$ cat config.mk
export PLATFORM = sky130hd
export DESIGN_NAME = if_stage
export DESIGN_NICKNAME = d
export VERILOG_FILES = /design/src/rtl/if_stage.sv
export SDC_FILE = /design/constraint.sdc
export NUM_CORES = 1
export LEC_CHECK = 0
export ABC_CLOCK_PERIOD_IN_PS = 2500
export BUFFER_PORTS_ARGS = -buffer_cell sky130_fd_sc_hd__buf_2
export CELL_PAD_IN_SITES_DETAIL_PLACEMENT = 0
export CELL_PAD_IN_SITES_GLOBAL_PLACEMENT = 1
export CORE_MARGIN = 2
export CORE_UTILIZATION = 35
export CTS_BUF_LIST = sky130_fd_sc_hd__clkbuf_4 sky130_fd_sc_hd__clkbuf_8
export DETAILED_ROUTE_END_ITERATION = 10
export PLACE_DENSITY = 0.84
export SYNTH_ARGS = -nofsm -noshare
export SYNTH_HDL_FRONTEND = slang
export SYNTH_SLANG_ARGS = --single-unit
$ cat constraint.sdc
create_clock -name clk_i -period 2.5 [get_ports clk_i]
set_input_delay 0.375 -clock clk_i [delete_from_list [all_inputs] [get_ports clk_i]]
set_output_delay 0.375 -clock clk_i [all_outputs]
set_load 0.02 [all_outputs]
$ cat src/rtl/if_stage.sv
// Instruction fetch stage: PC register, IF/ID pipeline register, IDLE/RUN control.
// Latency: IF/ID captures {pc_o, imem_data_i} one clock after the fetch address is presented.
// Backpressure: stall_i holds PC and IF/ID; branch_i/flush_i override stall_i; start_i low idles the stage.
//
// Ports:
//   clk_i, rst_i            clock (rising edge), asynchronous active-low reset
//   start_i                 run enable; low idles the stage (PC frozen, IF/ID bubbles)
//   stall_i, flush_i        hazard-unit hold / squash requests
//   branch_i,
//   branch_target_i         taken redirect from ID, word-aligned on load
//   imem_addr_o,
//   imem_data_i             instruction memory request (address == pc_o), combinational read data
//   pc_o                    current fetch PC
//   ifid_pc_o, ifid_instr_o,
//   ifid_valid_o            IF/ID register contents
//   stall_cnt_o,
//   flush_cnt_o             event counters, present only when IF_STAGE_PERF_CNT_EN is defined
//                           (otherwise tied to zero)

module if_stage (
   input  logic        clk_i,
   input  logic        rst_i,
   input  logic        start_i,
   input  logic        stall_i,
   input  logic        flush_i,
   input  logic        branch_i,
   input  logic [31:0] branch_target_i,
   output logic [31:0] imem_addr_o,
   input  logic [31:0] imem_data_i,
   output logic [31:0] pc_o,
   output logic [31:0] ifid_pc_o,
   output logic [31:0] ifid_instr_o,
   output logic        ifid_valid_o,
   output logic [31:0] stall_cnt_o,
   output logic [31:0] flush_cnt_o
);

   typedef enum logic {
      IDLE = 1'b0,
      RUN  = 1'b1
   } state_t;

   typedef enum logic [1:0] {
      PC_HOLD = 2'd0,
      PC_INC  = 2'd1,
      PC_JUMP = 2'd2
   } pc_op_t;

   typedef enum logic [1:0] {
      IFID_BUBBLE = 2'd0,
      IFID_LOAD   = 2'd1,
      IFID_HOLD   = 2'd2
   } ifid_op_t;

   state_t   state;
   state_t   state_nxt;
   pc_op_t   pc_op;
   ifid_op_t ifid_op;

   logic [31:0] pc;
   logic [31:0] ifid_pc;
   logic [31:0] ifid_instr;
   logic        ifid_valid;

`ifdef IF_STAGE_PERF_CNT_EN
   logic        stall_evt;
   logic        flush_evt;
   logic [31:0] stall_cnt;
   logic [31:0] flush_cnt;
`endif

   // ---------------------------------------------------------------
   // State register
   // ---------------------------------------------------------------
   always_ff @(posedge clk_i or negedge rst_i) begin
      if (!rst_i) begin
         state <= IDLE;
      end else begin
         state <= state_nxt;
      end
   end

   // ---------------------------------------------------------------
   // Next-state logic
   // ---------------------------------------------------------------
   always_comb begin
      state_nxt = state;
      case (state)
         IDLE:    if (start_i)  state_nxt = RUN;
         RUN:     if (!start_i) state_nxt = IDLE;
         default: state_nxt = IDLE;
      endcase
   end

   // ---------------------------------------------------------------
   // Output / datapath control decode
   // A RUN cycle whose start_i has already dropped behaves like IDLE:
   // any redirect or stall presented on that edge is discarded so the
   // PC keeps its pre-redirect value.
   // ---------------------------------------------------------------
   always_comb begin
      pc_op   = PC_HOLD;
      ifid_op = IFID_BUBBLE;
`ifdef IF_STAGE_PERF_CNT_EN
      stall_evt = 1'b0;
      flush_evt = 1'b0;
`endif
      case (state)
         RUN: begin
            if (start_i) begin
               if (branch_i) begin
                  pc_op   = PC_JUMP;
                  ifid_op = IFID_BUBBLE;
`ifdef IF_STAGE_PERF_CNT_EN
                  flush_evt = 1'b1;
`endif
               end else if (flush_i) begin
                  pc_op   = PC_INC;
                  ifid_op = IFID_BUBBLE;
`ifdef IF_STAGE_PERF_CNT_EN
                  flush_evt = 1'b1;
`endif
               end else if (stall_i) begin
                  pc_op   = PC_HOLD;
                  ifid_op = IFID_HOLD;
`ifdef IF_STAGE_PERF_CNT_EN
                  stall_evt = 1'b1;
`endif
               end else begin
                  pc_op   = PC_INC;
                  ifid_op = IFID_LOAD;
               end
            end
         end
         default: begin
            pc_op   = PC_HOLD;
            ifid_op = IFID_BUBBLE;
         end
      endcase
   end

   // ---------------------------------------------------------------
   // PC register; +4 wraps 32'hFFFF_FFFC to 0 by natural overflow.
   // Redirect targets are forced to word alignment.
   // ---------------------------------------------------------------
   always_ff @(posedge clk_i or negedge rst_i) begin
      if (!rst_i) begin
         pc <= 32'h0;
      end else begin
         case (pc_op)
            PC_INC:  pc <= pc + 32'd4;
            PC_JUMP: pc <= branch_target_i & 32'hFFFF_FFFC;
            default: pc <= pc;
         endcase
      end
   end

   // ---------------------------------------------------------------
   // IF/ID register; a bubble is all-zero with valid cleared.
   // ---------------------------------------------------------------
   always_ff @(posedge clk_i or negedge rst_i) begin
      if (!rst_i) begin
         ifid_pc    <= 32'h0;
         ifid_instr <= 32'h0;
         ifid_valid <= 1'b0;
      end else begin
         case (ifid_op)
            IFID_LOAD: begin
               ifid_pc    <= pc;
               ifid_instr <= imem_data_i;
               ifid_valid <= 1'b1;
            end
            IFID_HOLD: begin
               ifid_pc    <= ifid_pc;
               ifid_instr <= ifid_instr;
               ifid_valid <= ifid_valid;
            end
            default: begin
               ifid_pc    <= 32'h0;
               ifid_instr <= 32'h0;
               ifid_valid <= 1'b0;
            end
         endcase
      end
   end

   // ---------------------------------------------------------------
   // Event counters (wrap at 2^32)
   // ---------------------------------------------------------------
`ifdef IF_STAGE_PERF_CNT_EN
   always_ff @(posedge clk_i or negedge rst_i) begin
      if (!rst_i) begin
         stall_cnt <= 32'h0;
         flush_cnt <= 32'h0;
      end else begin
         if (stall_evt) stall_cnt <= stall_cnt + 32'd1;
         if (flush_evt) flush_cnt <= flush_cnt + 32'd1;
      end
   end

   assign stall_cnt_o = stall_cnt;
   assign flush_cnt_o = flush_cnt;
`else
   assign stall_cnt_o = 32'h0;
   assign flush_cnt_o = 32'h0;
`endif

   assign pc_o         = pc;
   assign imem_addr_o  = pc;
   assign ifid_pc_o    = ifid_pc;
   assign ifid_instr_o = ifid_instr;
   assign ifid_valid_o = ifid_valid;

endmodule

==> metrics.yaml, run 1 <==
synthesis:
  synth_compound_area_share_pct: 10.4
  synth_xor_area_share_pct: 0
  synth-simple-area-share_pct: 16.1
  synthFlopType: "dfrtp_1"
  ys_ff_latch: 95
  synth_top_area_share_pct: 43.5
  syn_area_sq_um: 5470
  netlist.top_cell.by_area: "dfrtp_1"
  yosys-top-cells-area: "dfrtp_1 43%, buf_4 14%, mux2i_1 12%, nor2_1 5.6%, o21ai_0 2.0%"
  synth_top_family_by_area: "buffers and inverters"
  ys_warn_count: 0
  synth.distinct_cells: 53
  synthTopCellsByCount: "102 x buf_4, 95 x dfrtp_1, 82 x nor2_1"
  synth-seq-area-share_pct: 43.5
  async_flop_share_pct: 100
  synth.area.mux_share_pct: 11.7
  synthCells: 565
  synth_edf_count: 0
  synth_most_common_cell: "buf_4"
  synthAdderAreaFrac_pct: 0.458
  syn_area_per_cell_sq_um: 9.67
global_route:
  grt_busiest_layer: "met2"
  grt_pass1_wl_um: 21900
  grt_util_met2_pct: 27.5
  grt_pass1_vias: 4062
  grt_start_max_net_pins: 65
  grt_overflow_total: 0
  grt_use_total_pct: 16.9
  antenna_found_initial: 1
  gr-usage-met3_pct: 3.62
  met1_usage_pct: 22.0
setup_path:
  worstPathRequired_ns: 2.79
  crit_fanout: 9
  ff2ff_path_depth: 5
  r2r-start: "imem_addr_o[2]"
  path_class: "reg2reg"
  worstReg2RegEnd: "imem_addr_o[16]"
  arrival_ns: 2.35
  cp-start-kind: "register"
  endpoint: "imem_addr_o[16]"
  rrSetupSlack_ns: 0.43
  crit_start: "imem_addr_o[2]"
  end_kind: "register"
pwr:
  ir_worst_vdd_v: 0.000286
  p_seq_share_pct: 46.4
  p_sw_share_pct: 38.0
  p_per_area_nw_per_um2: 628
  p_sw_mw: 1.52
  p_comb_share_pct: 27.4
  power.leakage_nw: 3.35
  p_int_mw: 2.48
  pwr-share-clk_pct: 26.2
clocking:
  h-tree-depth: 3
  cts_setup_buffers: 0
  clockRootBuffer: "clkbuf_8"
  cts_buffers: 9
  cts.clk_slew.worst_paths_ns: 0.10
  post_cts_resized: 0
  cts_tree: "built"
  clkLatencyLatePin_ns: 0.38
  clk_path_buf_depth: 2
  clock_sinks: 95
detailed_routing:
  drt_wl_total_um: 14300
  drc: 0
  via_per_inst: 4.78
  vias: 4447
  drtIter0Drc: 242
  drtPass1Iterations: 4
  ant_nets: 0
  wl_per_cell_um: 15.3
place:
  io_buffer_count: 192
  place_ws_ns: 0.371
  hpwl_um: 10100
  place.gp.congestion: 0.785
final_layout:
  syn2layout_area_growth_pct: 16.5
  fillerInstances: 1543
  fin_util_pct: 41.7
  antenna_cells: 0
  fin_nets: 786
  layout-drive-gt1-share_pct: 33.0
floorplanning:
  coreArea_sq_um: 15300
  fp.dieArea_sq_um: 16600
  initial_core_util_pct: 35.8
  io_pins: 263
  die_x_um: 129
  rows: 45
  fp.dieH_um: 129
sta:
  maxSlewHeadroom_pct: 26.6
  fin_worst_skew_ns: 0.00989
  fmax_mhz: 484
  finalHoldViolations: 0
  setup_tns_ns: 0
  setup_viol: 0
  rsz0062_at_grt: "false"
  fin_ws_ns: 0.432
  fin_crit_sh_pct: 82.7
  min_period_ns: 2.07
  slew_violations: 0
  tightest_slew_ns: 1.10
run_status:
  status: "completed"
hold_path:
  hp-class: "in2reg"
flow_run:
  maxCapViolCount: 0
-- registers in the layout (all words and copies together) (netlist names) --
signal,flops
imem_addr_o,30
ifid_valid_o,1
ifid_pc_o,31
ifid_instr_o,32
state,1
-- metal layers --
| metal | wire length [um] | share of wire, % | vias to the layer above |
|---|---|---|---|
| li1 | - | - | 2110 |
| met1 | 6280 | 44 | 2140 |
| met2 | 6630 | 46 | 176 |
| met3 | 1090 | 7.6 | 19 |
| met4 | 257 | 1.8 | 2 |
| met5 | 8 | 0.056 | - |
-- logic make-up (layout without fill, tap and decap cells) --
group                      Yosys count  count (layout)
AOI/OAI and AO/OA                   86              86
DFF                                 95              95
and+or+nand+nor                    170             170
muxes                               64              64
adders and majority gates            2               2
buffers and inverters              147             234
other                                1              68
-- area by class of cell --
type | count | area, sq um | area share [%]
clock buffer | 9 | 124 | 1.95
inverter | 8 | 30.0 | 0.472
multi-input combinational | 390 | 2370 | 37.2
timing repair buffer | 210 | 1130 | 17.7
sequential | 95 | 2380 | 37.4
clock inverter | 7 | 72.6 | 1.14
tap | 211 | 264 | 4.15
-- power by group through the flow --
stage	combinational (mW)	sequential (mW)	clock, mW
CTS	1.10	1.86	1.10
global placement	1.09	1.88	0
finish	1.10	1.85	1.05
detailed placement	1.10	1.89	0
floorplan	0.821	1.95	0
global route	1.20	1.89	1.14
-- repair_timing --
| action | 4_1_cts | 5_1_grt |
|---|---|---|
| hold buffers | 1 | 0 |
| endpoints found under the setup margin | 0 | 0 |
| hold endpoints to repair | 31 | 0 |
-- cell usage in the layout, fill, tap and decap left out, types with 4 or more instances in the layout --
| cell | synthesis | final |
|---|---|---|
| conb_1 | 1 | 68 |
| buf_2 | 10 | 190 |
| nand3_1 | 14 | 14 |
| o21ai_0 | 22 | 22 |
| dfrtp_1 | 95 | 95 |
| inv_1 | 7 | 7 |
| and4_1 | 5 | 5 |
| a311oi_1 | 4 | 4 |
| nand2_1 | 13 | 13 |
| o211ai_1 | 5 | 5 |
| a211oi_1 | 9 | 9 |
| nor2_1 | 82 | 82 |
| nand4_1 | 11 | 11 |
| mux2i_1 | 63 | 63 |
| o22ai_1 | 4 | 4 |
| nor3_1 | 7 | 7 |
| a22oi_1 | 8 | 8 |
| and3_1 | 12 | 12 |
| buf_4 | 102 | 17 |
| a21oi_1 | 16 | 16 |
| clkbuf_8 | 0 | 9 |
-- per-stage QoR --
step | instances | area [sq um] | hold WS [ns] | power (mW)
finish | 930 | 6360 | 0.121 | 4.00
global route | 930 | 6360 | 0.114 | 4.22
global placement | 913 | 6160 | 0.362 | 2.98
detailed placement | 913 | 6160 | 0.361 | 2.98
CTS | 930 | 6360 | 0.0910 | 4.06
floorplan | 632 | 5720 | 0.0794 | 2.77
-- worst min path at each step --
stage / start / to / slack (ns) / cells after the start
after detailed placement: rst_i / ifid_pc_o[8] / 0.36 / 1
after global routing: start_i / state / 0.11 / 1
after CTS: start_i / state / 0.09 / 1
after global placement: rst_i / ifid_pc_o[9] / 0.36 / 1
after floorplan: rst_i / ifid_instr_o[0] / 0.08 / 0
final: start_i / state / 0.12 / 1
-- critical path: stages, from the launching register on --
cell and delay, ns:
dfrtp_1 0.52, ha_1 0.26, nand3_1 0.21, nor4_4 0.59
a211oi_1 0.16, a211oi_1 0.23
Power figures use the tool's default switching activity.
==> inputs of run 2 (changes only) <==
==> config.mk (replaced) <==
export PLATFORM = sky130hd
export DESIGN_NAME = if_stage
export DESIGN_NICKNAME = d
export VERILOG_FILES = /design/src/rtl/if_stage.sv
export SDC_FILE = /design/constraint.sdc
export NUM_CORES = 1
export LEC_CHECK = 0
export ABC_CLOCK_PERIOD_IN_PS = 1780
export BUFFER_PORTS_ARGS = -buffer_cell sky130_fd_sc_hd__buf_2
export CELL_PAD_IN_SITES_DETAIL_PLACEMENT = 0
export CELL_PAD_IN_SITES_GLOBAL_PLACEMENT = 1
export CORE_MARGIN = 2
export CORE_UTILIZATION = 31
export CTS_BUF_LIST = sky130_fd_sc_hd__clkbuf_4 sky130_fd_sc_hd__clkbuf_8
export DETAILED_ROUTE_END_ITERATION = 10
export PLACE_DENSITY = 0.79
export SYNTH_ARGS = -nofsm -noshare
export SYNTH_HDL_FRONTEND = slang
export SYNTH_SLANG_ARGS = --single-unit
==> constraint.sdc (replaced) <==
create_clock -name clk_i -period 1.78 [get_ports clk_i]
set_input_delay 0.267 -clock clk_i [delete_from_list [all_inputs] [get_ports clk_i]]
set_output_delay 0.267 -clock clk_i [all_outputs]
set_load 0.02 [all_outputs]
==> metrics.yaml, run 2 (same netlist as run 1, synthesis figures left out) <==
run_status:
  status: "complete, but fails checks"
  violations: "setup timing"
final_layout:
  final_common_cell: "buf_2"
  stdcell_count: 988  # +6.2%
  syn2layout_area_growth_pct: 24.5
  final_area_sq_um: 6800  # +6.9%
  fillerInstances: 1738  # +13%
  fin_util_pct: 39.5  # -2.3 points
  largest_reg_flops: 32  # unchanged
  seqCellArea_sq_um: 2380  # +0.11%
  layout-drive-gt1-share_pct: 38.4  # +5.5 points
  multi_input_area_sq_um: 2430  # +2.6%
  mostFrequentLayoutCells: "190 x buf_2, 93 x dfrtp_1, 82 x nor2_1"
  fin_nets: 827  # +5.2%
detailed_routing:
  via_per_inst: 4.66  # -2.5%
  drt_wl_total_um: 15200  # +6.2%
  ant_nets: 0  # unchanged
  drc: 0  # unchanged
  drtIter0Drc: 284  # +17%
  drtPass1Iterations: 4  # unchanged
  wl_per_cell_um: 15.3  # about the same
  vias: 4604  # +3.5%
floorplanning:
  die_x_um: 137  # +6.1%
  coreArea_sq_um: 17200  # +13%
  rows: 48  # +6.7%
  fp.dieArea_sq_um: 18700  # +12%
  initial_core_util_pct: 31.7  # -4.1 points
  io_pins: 263  # unchanged
  fp.dieH_um: 137  # +6.1%
global_route:
  grt_use_total_pct: 16.0  # -0.91 points
  grt_overflow_total: 0  # unchanged
  grt_pass1_wl_um: 23100  # +5.4%
  antenna_found_initial: 3  # +2
  grt_start_max_net_pins: 65  # unchanged
  grt_pass1_vias: 4220  # +3.9%
sta:
  setup_viol: 1  # +1
  fmax_mhz: 550  # +14%
  rsz0062_at_grt: "true"
  fin_worst_skew_ns: 0.0110  # +0.00107 ns
  maxSlewHeadroom_pct: 26.4  # -0.25 points
  fin_crit_sh_pct: 102  # +19 points
  slew_violations: 0  # unchanged
  min_period_ns: 1.82  # -0.251 ns
  finalHoldViolations: 0  # unchanged
  whs_ns: 0.111  # -0.0102 ns
  fin_ws_ns: -0.0365  # -0.469 ns
  tightest_slew_ns: 1.10  # +0.00369 ns
place:
  dp.cells: 965  # +5.7%
  io_buffer_count: 192  # unchanged
  place_area_sq_um: 6490  # +5.4%
  hpwl_um: 11300  # +11%
  place.gp.congestion: 0.788  # +0.45%
  place_ws_ns: -0.0567  # -0.428 ns
pwr:
  p_per_area_nw_per_um2: 852  # +36%
  ir_worst_vdd_v: 0.000345  # +21%
  power.leakage_nw: 3.56  # +6.3%
setup_path:
  path_buf_inv: 1  # +1
  critPathSlowestCell: "or4_1"
  cp-start-kind: "register"
  crit_fanout: 5  # -4
  slowest_delay_ns: 0.51  # -0.08 ns
  path_class: "reg2reg"
  critPathTopFamily: "simple AND/OR/NAND/NOR gates"
  rrSetupSlack_ns: -0.04  # -0.47 ns
  arrival_ns: 2.14  # -0.21 ns
  worstPathRequired_ns: 2.10  # -0.69 ns
  end_kind: "register"
  path_cells: "nand2_1, nor2_1, o21ai_2, ha_4, buf_6, or2_4, or4_1, nand3_1"
hold_path:
  hp-class: "in2reg"
clocking:
  clk_path_buf_depth: 2  # unchanged
  clkLatencyLatePin_ns: 0.38  # about the same
  cts_tree: "built"
  clock_sinks: 95  # unchanged
  clockRootBuffer: "clkbuf_8"
  cts_buffers: 9  # unchanged
  cts.clk_slew.worst_paths_ns: 0.09  # about the same
  h-tree-depth: 3  # unchanged
flow_run:
  maxCapViolCount: 0  # unchanged
[run 2: cell types whose count changed in the layout (fill, tap and decap cells not counted), moves of 2 or more]
cell,delta
a22oi_1,-3
a22oi_2,+3
buf_4,+31
buf_6,+7
clkbuf_4,+2
dfrtp_1,-2
dfrtp_2,+2
diode_2,+3
o21ai_0,-5
o21ai_1,+3
o21ai_2,+2
[run 2: area by class of cell]
| class | instances | share of cell area (%) |
|---|---|---|
| multi-input cells | 390 | 35.7 |
| diodes | 3 | 0.110 |
| inverters | 8 | 0.497 |
| well taps | 225 | 4.14 |
| clock inverters | 4 | 0.442 |
| repair buffers | 251 | 21.8 |
| clock buffers | 12 | 2.24 |
| flip-flops and latches | 95 | 35.0 |
[run 2: metrics by stage]
step,power (mW),TNS (ns)
after detailed placement,4.43,-0.336
after global placement,4.42,-0.393
after global routing,6.14,-0.336
after CTS,5.84,-0.0643
after floorplan,3.91,-0.000201
final,5.79,-0.0365
[run 2: tightest hold or removal path, cell delays in order]
cell	delay, ns
buf_2	0.08
a22oi_2	0.04
nand3b_1	0.07
[run 2: timing repair]
action / in CTS / in global routing
hold endpoints to repair: 27 / 1
hold buffers: 1 / 1
gates resized for setup: 2 / 26
endpoints found under the setup margin: 8 / 25
pin swaps: 0 / 8
buffers inserted: 2 / 1
[run 2: worst paths after layout]
kind / start / endpoint / cells past startpoint
worst min-delay path: branch_target_i[28] / imem_addr_o[28] / 3
worst max-delay path: state / imem_addr_o[20] / 8
max in group asynchronous: rst_i / ifid_instr_o[8] / 3
worst max register to register: state / imem_addr_o[20] / 8
min in group asynchronous: rst_i / ifid_pc_o[8] / 2
worst min register to register: ifid_valid_o / ifid_valid_o / 2
[run 2: layer usage]
| metal | GRT usage, % | part of all wire (%) |
|---|---|---|
| met5 | 0 | 0 |
| met2 | 25.8 | 47 |
| met1 | 21.1 | 43 |
| met3 | 4.11 | 8.7 |
| met4 | 4.75 | 1.1 |
[run 2: report_power, final]
part           internal, mW  switching, mW
clock                 0.584          0.793
sequential             2.31          0.135
combinational         0.731           1.24
